$ cat config.mk
export PLATFORM = sky130hd
export DESIGN_NAME = acc_dump_decimator
export DESIGN_NICKNAME = d
export VERILOG_FILES = /design/src/rtl/acc_dump_decimator.sv
export SDC_FILE = /design/constraint.sdc
export NUM_CORES = 1
export LEC_CHECK = 0
export BUFFER_PORTS_ARGS = -buffer_cell sky130_fd_sc_hd__buf_4
export CAP_MARGIN = 20
export CORE_ASPECT_RATIO = 0.75
export CORE_MARGIN = 3
export CORE_UTILIZATION = 30
export DETAILED_ROUTE_END_ITERATION = 7
export HOLD_SLACK_MARGIN = 0.02
export MAX_ROUTING_LAYER = met4
export PLACE_DENSITY = 0.46
export SKIP_LAST_GASP = 1
export SLEW_MARGIN = 10
export SYNTH_ARGS = -nofsm -noshare
export SYNTH_HDL_FRONTEND = slang
export SYNTH_SLANG_ARGS = --single-unit
$ cat constraint.sdc
create_clock -name clk -period 2.6 [get_ports clk]
set_input_delay 0.13 -clock clk [delete_from_list [all_inputs] [get_ports clk]]
set_output_delay 0.13 -clock clk [all_outputs]
set_load 0.01 [all_outputs]
$ cat src/rtl/acc_dump_decimator.sv
// Accumulate-and-dump decimator: averages every 2**DECIM_LOG2 valid samples into a small FWFT output FIFO.
// Optional build macro ACC_DUMP_ROUND_EN selects round-half-up instead of floor for the mean.
module acc_dump_decimator #(
  parameter int WORDLENGTH        = 14,
  parameter int FRACTIONAL_LENGTH = 6,
  parameter int DECIM_LOG2        = 2,
  parameter int FIFO_DEPTH        = 4
) (
  input  logic                  clk,
  input  logic                  srst,
  input  logic [WORDLENGTH-1:0] s_tdata,
  input  logic                  s_tvalid,
  output logic [WORDLENGTH-1:0] m_tdata,
  output logic                  m_tvalid,
  input  logic                  m_tready,
  output logic                  drop
);
  // Handshake: a result leaves the FIFO on any edge where m_tvalid && m_tready;
  // m_tdata/m_tvalid hold steady while m_tvalid=1 and m_tready=0. Input has no ready.

  localparam int AW = WORDLENGTH + DECIM_LOG2;
  localparam int PW = $clog2(FIFO_DEPTH);
  localparam int N  = 1 << DECIM_LOG2;
  localparam logic [DECIM_LOG2-1:0] CNT_LAST = '1;
  localparam logic [PW:0]           FULL_CNT = (PW+1)'(FIFO_DEPTH);

  logic signed [AW-1:0]   r_acc;
  logic [DECIM_LOG2-1:0]  r_cnt;
  logic [WORDLENGTH-1:0]  r_mem [FIFO_DEPTH];
  logic [PW:0]            r_wptr;
  logic [PW:0]            r_rptr;
  logic                   r_drop;

  logic signed [AW-1:0]   w_sum;
  logic signed [AW-1:0]   w_rsum;
  logic [WORDLENGTH-1:0]  w_result;
  logic [DECIM_LOG2-1:0]  w_unused_frac;
  logic [PW:0]            w_count;
  logic                   w_empty;
  logic                   w_full;
  logic                   w_pop;
  logic                   w_push_req;
  logic                   w_push;

  assign w_sum = r_acc + {{DECIM_LOG2{s_tdata[WORDLENGTH-1]}}, s_tdata};

`ifdef ACC_DUMP_ROUND_EN
  assign w_rsum = w_sum + AW'(N / 2);
`else
  assign w_rsum = w_sum;
`endif

  // Low WORDLENGTH bits of the arithmetic shift; the mean always fits.
  assign w_result      = w_rsum[DECIM_LOG2 +: WORDLENGTH];
  assign w_unused_frac = w_rsum[DECIM_LOG2-1:0];

  assign w_count    = r_wptr - r_rptr;
  assign w_empty    = (r_wptr == r_rptr);
  assign w_full     = (w_count == FULL_CNT);
  assign w_pop      = !w_empty && m_tready;
  assign w_push_req = s_tvalid && (r_cnt == CNT_LAST);
  assign w_push     = w_push_req && (!w_full || w_pop);

  always_ff @(posedge clk) begin
    if (srst) begin
      r_acc  <= '0;
      r_cnt  <= '0;
      r_wptr <= '0;
      r_rptr <= '0;
      r_drop <= 1'b0;
    end else begin
      if (s_tvalid) begin
        if (r_cnt == CNT_LAST) begin
          r_acc <= '0;
          r_cnt <= '0;
        end else begin
          r_acc <= w_sum;
          r_cnt <= r_cnt + 1'b1;
        end
      end
      if (w_push) r_wptr <= r_wptr + 1'b1;
      if (w_pop)  r_rptr <= r_rptr + 1'b1;
      if (w_push_req && !w_push) r_drop <= 1'b1;
    end
  end

  // Storage needs no reset: the pointers define which entries are live.
  always_ff @(posedge clk) begin
    if (w_push) r_mem[r_wptr[PW-1:0]] <= w_result;
  end

  assign m_tvalid = !w_empty;
  assign m_tdata  = w_empty ? '0 : r_mem[r_rptr[PW-1:0]];
  assign drop     = r_drop;

endmodule

==> results_dict.tcl, run 1 <==
set metrics [dict create \
    antenna_found_initial 0 \
    via_per_inst 4.894 \
    cts_tree "done" \
    finalCritPeriodShare_pct 92.78 \
    coreArea_um2 13200 \
    route.detailed.drc 0 \
    yosys.area.top_type "edfxtp_1" \
    yosys_warnings 0 \
    critPathKind "reg2reg" \
    wl_met3_um 363 \
    async_reset_ff_share_pct 0 \
    max_stage_delay_ns 0.40 \
    ys_types 53 \
    synth.most_common_cell "edfxtp_1" \
    netlist_instances 320 \
    worstPathMaxFanout 5 \
    slowest_stage "o31ai_2" \
    cts_made_buffers 9 \
    grt_pass1_vias 2592 \
    fin_cells 540 \
    io_pins 34 \
    dr.pass1.iters 4 \
    dieArea_um2 15170 \
    drt-initial-drc-count 198 \
    end_kind "flip-flop" \
    synth.cells.most_frequent "edfxtp_1, dfxtp_1, ha_1" \
    grt_max_degree 22 \
    grt_pass1_wl_mm 14.52 \
    wl_met1_mm 4.710 \
    ant_nets 0 \
    synth-seq-cells 83 \
    vias 2643 \
    ir_drop_v 0.0003888 \
    synth.area.top_cells "edfxtp_1, dfxtp_1, mux4_2" \
    cts.sinks 83 \
    hold_viol 0 \
    gp_congestion 0.8501 \
    synthesis.area_um2 4115 \
    fillers 1304 \
    finalSetupViolCount 0 \
    finClkSkew_ns 0.006462 \
    path_cells "ha_1, a21oi_1, o211ai_1, and2_1, o31ai_2, nor2_1, xnor2_1" \
    worst_pin_slew_ns 0.6311 \
    holdBufCountCts 0 \
    synth_seq_area_share_pct 54.00 \
    status "finished clean" \
    wire_per_inst_um 16.41 \
    p_leak_uw 0.001855 \
    ys.flop_type "edfxtp_1" \
    maxSlewViolCount 0 \
    cts.clk_slew.worst_paths_ns 0.07 \
    routed_wl_mm 8.863 \
    critPathLaunchType "flip-flop" \
    power_density_nw_per_um2 713.5 \
    clockRootBuffer "clkbuf_16" \
    required_ns 2.73 \
    avgSynthCellArea_um2 12.86 \
    drive_gt1_share_pct 23.58 \
    die_h_um 107.4 \
    route.met2.wl_mm 3.697 \
    rows 36 \
    regArea_um2 2222 \
    cp.arrival_ns 2.54 \
    htreeDepth 3 \
    nNetsFinal 406 \
    clockBufferDepth 2 \
    slew_headroom_pct 57.62 \
    rrSetupSlack_ns 0.19 \
    clock.fmax_mhz 414.5 \
    clkLatencyLatePin_ns 0.33 \
    io_buffers 33 \
    diodes 0 \
    synth_top_area_share_pct 40.86 \
    synth_edf_count 56 \
    cts_setup_buffers 0 \
    die_x_um 141.2 \
    grt_setup_unrepaired "no" \
    multi_input_area_um2 1809 \
    ctsResizeCount 0 \
    max_cap_violations 0 \
    initial_utilization_pct 31.18 \
    grt_overflow 0 \
    min_period_ns 2.412 \
    hold_path.class "in2reg" \
    syn_nets 362 \
    top_layer_used "met4" \
    dp.cells 524 \
    dp_hpwl_mm 6.163 \
    setup-tns-final_ns 0 \
    syn_to_final_growth_pct 19.19 \
    grt_usage_pct 12.79 \
]
cells by family (layout without fill, tap and decap cells):
kind of cell	count (synthesis)	count (layout)	share of synthesized area [%]
multiplexers	16	16	8.148
adder cells (fa/ha/maj)	24	24	7.480
AO/OA/AOI/OAI	76	76	14.32
AND/OR/NAND/NOR	81	81	10.31
XOR/XNOR	16	16	3.405
buffers and inverters	24	73	2.341
flip-flops	83	83	54.00
critical path: cells and delay by family, from the launching register on:
family                   cells  cell delay [ns]
AO/OA/AOI/OAI                3             0.94
XOR/XNOR                     1             0.29
adder cells (fa/ha/maj)      1             0.34
flip-flops                   1             0.31
AND/OR/NAND/NOR              2             0.32
flip-flops by register name (all words and copies together) (netlist names), named ones only:
signal,cells
r_wptr,3
r_acc,16
r_mem,56
drop,1
r_cnt,2
r_rptr,3
area by class of cell:
type | count | area share (%)
Multi-Input combinational cell | 213 | 36.89
Tap cell | 171 | 4.362
Clock inverter | 7 | 1.046
Sequential cell | 83 | 45.31
Timing Repair Buffer | 45 | 6.888
Clock buffer | 9 | 4.592
Inverter | 12 | 0.9184
power by group:
group | internal (µW) | switching [µW]
clock | 652 | 542
combinational | 288 | 438
sequential | 1550 | 29.2
total | 2490 | 1010
stage by stage:
| step | util [%] | power [µW] | hold slack, ns | cell area (µm²) | worst slack [ns] |
|---|---|---|---|---|---|
| CTS | 37.07 | 3518 | 0.1032 | 4892 | 0.07492 |
| global placement | 34.97 | 2307 | 0.4549 | 4616 | 0.2174 |
| floorplan | - | 2091 | 0.3040 | 4115 | 0.3779 |
| global route | 37.16 | 3680 | 0.1112 | 4905 | 0.003030 |
| finish | 37.16 | 3499 | 0.1176 | 4905 | 0.1877 |
| detailed placement | 34.97 | 2316 | 0.4645 | 4616 | 0.1069 |
per-layer routing:
metal	GRT usage, %	vias to the layer above
li1	-	1297
met1	18.53	1287
met2	17.88	51
met3	3.197	8
met4	3.320	0
met5	-	-
final timing paths:
kind,start,to,depth (start not counted)
worst max register to register,r_acc[6],r_mem[3][13],7
worst min register to register,drop,drop,2
worst max-delay path,r_acc[6],r_mem[3][13],7
worst min-delay path,m_tready,r_rptr[1],3
cells in the final DEF, fill, tap and decap left out, types with 3 or more instances in the layout:
master     count
a211oi_1       4
a21o_1         6
a21oi_1       20
a22o_1         7
a31oi_1        3
and2_1        17
and3_1         4
buf_4         45
clkbuf_16      9
dfxtp_1       27
edfxtp_1      56
ha_1          23
inv_1         12
mux4_2        14
nand2_1        8
nand3_1        5
nor2_1        22
nor2b_1       14
nor3_1         3
o211ai_1       6
o21a_1         3
o21ai_0        5
o21ai_1        4
xnor2_1       10
xor2_1         6
No activity file was read; power rests on OpenSTA's default activity.
==> run 2: changes to the inputs <==
==> constraint.sdc (replaced) <==
create_clock -name clk -period 3 [get_ports clk]
set_input_delay 0.15 -clock clk [delete_from_list [all_inputs] [get_ports clk]]
set_output_delay 0.15 -clock clk [all_outputs]
set_load 0.01 [all_outputs]
==> results_dict.tcl, run 2 (synthesized netlist as in run 1, its figures left out) <==
set metrics [dict create \
    ctsResizeCount 0 \
    grt_usage_pct 13.23 \
    max_stage_delay_ns 0.59 \
    design_area_um2 4933 \
    grt_pass1_wl_mm 14.86 \
    clock.fmax_mhz 398.4 \
    dieArea_um2 15170 \
    max_cap_violations 0 \
    cts_setup_buffers 0 \
    antenna_found_initial 0 \
    drive_gt1_share_pct 22.80 \
    hold_path.class "in2reg" \
    wire_per_inst_um 17.29 \
    dr.pass1.iters 4 \
    finalCritPeriodShare_pct 83.66 \
    maxSlewViolCount 0 \
    end_kind "flip-flop" \
    worst_pin_slew_ns 0.7699 \
    grt_overflow 0 \
    critPathLaunchType "flip-flop" \
    io_buffers 33 \
    hold_viol 0 \
    p_leak_uw 0.001868 \
    dpl_cell_area_um2 4578 \
    cp.arrival_ns 2.57 \
    ant_nets 0 \
    cts_tree "done" \
    largest_reg_flops 56 \
    status "finished clean" \
    path_cells "ha_1, fa_1, a21oi_2, o211ai_4, a31oi_4, nand2_2, a2111oi_2" \
    grt_setup_unrepaired "no" \
    htreeDepth 3 \
    clockBufferDepth 2 \
    cts.clk_slew.worst_paths_ns 0.06 \
    holdBufCountCts 0 \
    multi_input_area_um2 1797 \
    clkLatencyLatePin_ns 0.34 \
    min_period_ns 2.510 \
    fin_cells 535 \
    grt_pass1_vias 2637 \
    regArea_um2 2222 \
    cp_top_family "compound AO/OA/AOI/OAI gates" \
    slew_headroom_pct 48.60 \
    vias 2594 \
    final_cell_mix "edfxtp_1, buf_4, dfxtp_1" \
    gp_congestion 0.8087 \
    slowest_stage "a2111oi_2" \
    die_x_um 141.2 \
    io_pins 34 \
    syn_to_final_growth_pct 19.88 \
    ir_drop_v 0.0003759 \
    clockRootBuffer "clkbuf_16" \
    finClkSkew_ns 0.009900 \
    initial_utilization_pct 31.18 \
    setup-tns-final_ns 0 \
    critPathKind "reg2reg" \
    layout_commonest_cell "edfxtp_1" \
    post-route-util_pct 37.38 \
    dp.cells 519 \
    worst-path-buf-inv 0 \
    dp_hpwl_mm 6.487 \
    route.detailed.drc 0 \
    drt-initial-drc-count 124 \
    grt_max_degree 22 \
    cts.sinks 83 \
    rows 36 \
    cts_made_buffers 9 \
    finalSetupViolCount 0 \
    coreArea_um2 13200 \
    worstPathMaxFanout 5 \
    die_h_um 107.4 \
    power_density_nw_per_um2 667.0 \
    fillers 1300 \
    diodes 0 \
    nNetsFinal 401 \
    routed_wl_mm 9.248 \
    required_ns 3.06 \
    via_per_inst 4.849 \
]
-- run 2: cell count changes in the layout (fill, tap and decap cells not counted) --
cell	previous run	this run
a2111oi_2	0	1
inv_8	0	2
clkinv_4	2	0
clkinv_1	1	0
bufinv_16	0	3
a2111oi_4	1	0
buf_4	45	40
clkinvlp_4	1	0
clkinv_2	1	0
-- run 2: metrics by stage --
stage	worst slack [ns]	total power (µW)	hold WS, ns
global placement	0.5841	1981	0.4605
CTS	0.4916	3329	0.1203
floorplan	0.7779	1812	0.3240
detailed placement	0.5274	1997	0.4601
global route	0.3864	3453	0.1617
finish	0.4902	3291	0.1356
-- run 2: worst min-delay path: cells and delay by family --
kind            cells  cell delay [ns]
buf+inv             1             0.13
simple gates        1             0.07
compound gates      1             0.06
-- run 2: worst paths after layout --
path	from	end	slack, ns	cells after the start
setup / recovery	r_acc[0]	r_mem[0][8]	0.49	7
hold / removal	m_tready	flip-flop	0.14	3
setup reg to reg	r_acc[0]	r_mem[0][8]	0.49	7
hold reg to reg	drop	drop	0.47	2
-- run 2: area by class of cell --
class | count | area share, %
Sequential cell | 83 | 45.04
Inverter | 12 | 0.9130
Timing Repair Buffer | 40 | 6.087
Clock buffer | 9 | 4.565
Clock inverter | 7 | 2.638
Tap cell | 171 | 4.337
Multi-Input combinational cell | 213 | 36.42
-- run 2: where the power goes --
part / total [µW] / switching [µW] / internal (µW)
sequential: 1370 / 24.8 / 1340
combinational: 606 / 381 / 225
clock: 1320 / 484 / 831
-- run 2: layer usage --
layer	vias to the layer above	GRT usage (%)	part of all wire, %
met5	-	-	0
met4	0	2.697	0.69
met3	4	3.730	4.2
met2	40	18.66	42
met1	1265	19.05	53
li1	1285	-	-
==> run 3: changes to the inputs <==
==> constraint.sdc (replaced) <==
create_clock -name clk -period 2.49 [get_ports clk]
set_input_delay 0.1245 -clock clk [delete_from_list [all_inputs] [get_ports clk]]
set_output_delay 0.1245 -clock clk [all_outputs]
set_load 0.01 [all_outputs]
==> results_dict.tcl, run 3 (synthesized netlist as in run 1, its figures left out) <==
set metrics [dict create \
    clock.fmax_mhz 430.5 \
    maxSlewViolCount 0 \
    ant_nets 0 \
    hold_path.class "in2reg" \
    worst_pin_slew_ns 0.5918 \
    layout_commonest_cell "edfxtp_1" \
    grt_overflow 0 \
    via_per_inst 4.811 \
    max_cap_violations 0 \
    final_cell_mix "edfxtp_1, buf_4, dfxtp_1" \
    antenna_found_initial 0 \
    syn_to_final_growth_pct 20.98 \
    cts_setup_buffers 0 \
    htreeDepth 3 \
    min_period_ns 2.323 \
    required_ns 2.77 \
    power_density_nw_per_um2 741.9 \
    regArea_um2 2222 \
    ir_drop_v 0.0003537 \
    finalCritPeriodShare_pct 93.29 \
    cts_made_buffers 9 \
    cts.sinks 83 \
    holdBufCountCts 0 \
    largest_reg_flops 56 \
    cts.clk_slew.worst_paths_ns 0.07 \
    end_kind "flip-flop" \
    routed_wl_mm 8.963 \
    critPathLaunchType "flip-flop" \
    die_h_um 107.4 \
    grt_pass1_wl_mm 14.59 \
    p_int_uw 2623 \
    drt-initial-drc-count 158 \
    p_leak_uw 0.001876 \
    setup-tns-final_ns 0 \
    gp_congestion 0.7919 \
    swShare_pct 28.98 \
    clkLatencyLatePin_ns 0.33 \
    coreArea_um2 13200 \
    clockRootBuffer "clkbuf_16" \
    cts_tree "done" \
    pwr-share-clk_pct 34.5 \
    grt_usage_pct 12.98 \
    dieArea_um2 15170 \
    drive_gt1_share_pct 24.59 \
    grt_setup_unrepaired "no" \
    critPathKind "reg2reg" \
    initial_utilization_pct 31.18 \
    finClkSkew_ns 0.006057 \
    io_pins 34 \
    rows 36 \
    nNetsFinal 407 \
    vias 2603 \
    io_buffers 33 \
    multi_input_area_um2 1821 \
    fillers 1286 \
    status "finished clean" \
    clockBufferDepth 2 \
    holdWs_ns 0.1184 \
    cp.arrival_ns 2.60 \
    slew_headroom_pct 60.26 \
    rrSetupSlack_ns 0.17 \
    dr.pass1.iters 4 \
    dp_hpwl_mm 6.227 \
    hold_viol 0 \
    die_x_um 141.2 \
    seq_power_share_pct 44.7 \
    diodes 0 \
    wire_per_inst_um 16.57 \
    route.detailed.drc 0 \
    grt_pass1_vias 2662 \
    grt_max_degree 22 \
    worstPathMaxFanout 5 \
    finalSetupViolCount 0 \
    p_sw_uw 1071 \
    pwr-share-comb_pct 20.9 \
]
[run 3: layout make-up]
| class | instances | share of cell area [%] |
|---|---|---|
| clock buffers | 9 | 4.524 |
| clock inverters | 7 | 1.131 |
| inverters | 12 | 0.9048 |
| multi-input cells | 213 | 36.57 |
| flip-flops and latches | 83 | 44.63 |
| well taps | 171 | 4.298 |
| repair buffers | 46 | 7.942 |
[run 3: worst paths after layout]
kind | startpoint | to | depth (start not counted)
max | r_acc[0] | r_acc[10] | 8
min | m_tready | r_rptr[1] | 3
max reg2reg | r_acc[0] | r_acc[10] | 8
min reg2reg | drop | drop | 2
[run 3: metal layers]
layer	GRT usage, %	part of all wire, %
met5	-	0
met4	3.665	0.88
met3	2.975	3.4
met2	18.22	43
met1	18.80	53
[run 3: per-stage QoR]
stage | instance area, µm² | worst slack (ns) | power, µW | utilization, % | std cells
floorplan | 4115 | 0.2679 | 2184 | - | 320
global placement | 4673 | 0.09905 | 2420 | 35.41 | 525
detailed placement | 4673 | 0.03692 | 2431 | 35.41 | 525
CTS | 4967 | 0.1159 | 3725 | 37.64 | 541
global route | 4979 | 0.02788 | 3885 | 37.72 | 541
finish | 4979 | 0.1671 | 3693 | 37.72 | 541
[run 3: worst max-delay path: stages (launching register included)]
cell and delay [ns]:
dfxtp_1 0.31, ha_1 0.23, fa_1 0.45, a21oi_2 0.23, o211ai_4 0.14, a31oi_4 0.21, nand2_2 0.09, a2111oi_4 0.41
a22o_1 0.19
[run 3: repair_timing]
action | in CTS | in global routing
resized for setup | 1 | 2
pin swaps | 0 | 1
setup endpoints to repair | 3 | 14
endpoints found under the hold margin | 0 | 0
[run 3: power groups by stage]
stage	clock network, µW	registers [µW]	logic [µW]
2_1_floorplan	0	1670	514
3_3_place_gp	0	1680	741
3_5_place_dp	0	1680	751
4_1_cts	1310	1650	768
5_1_grt	1370	1650	861
6_report	1270	1650	770
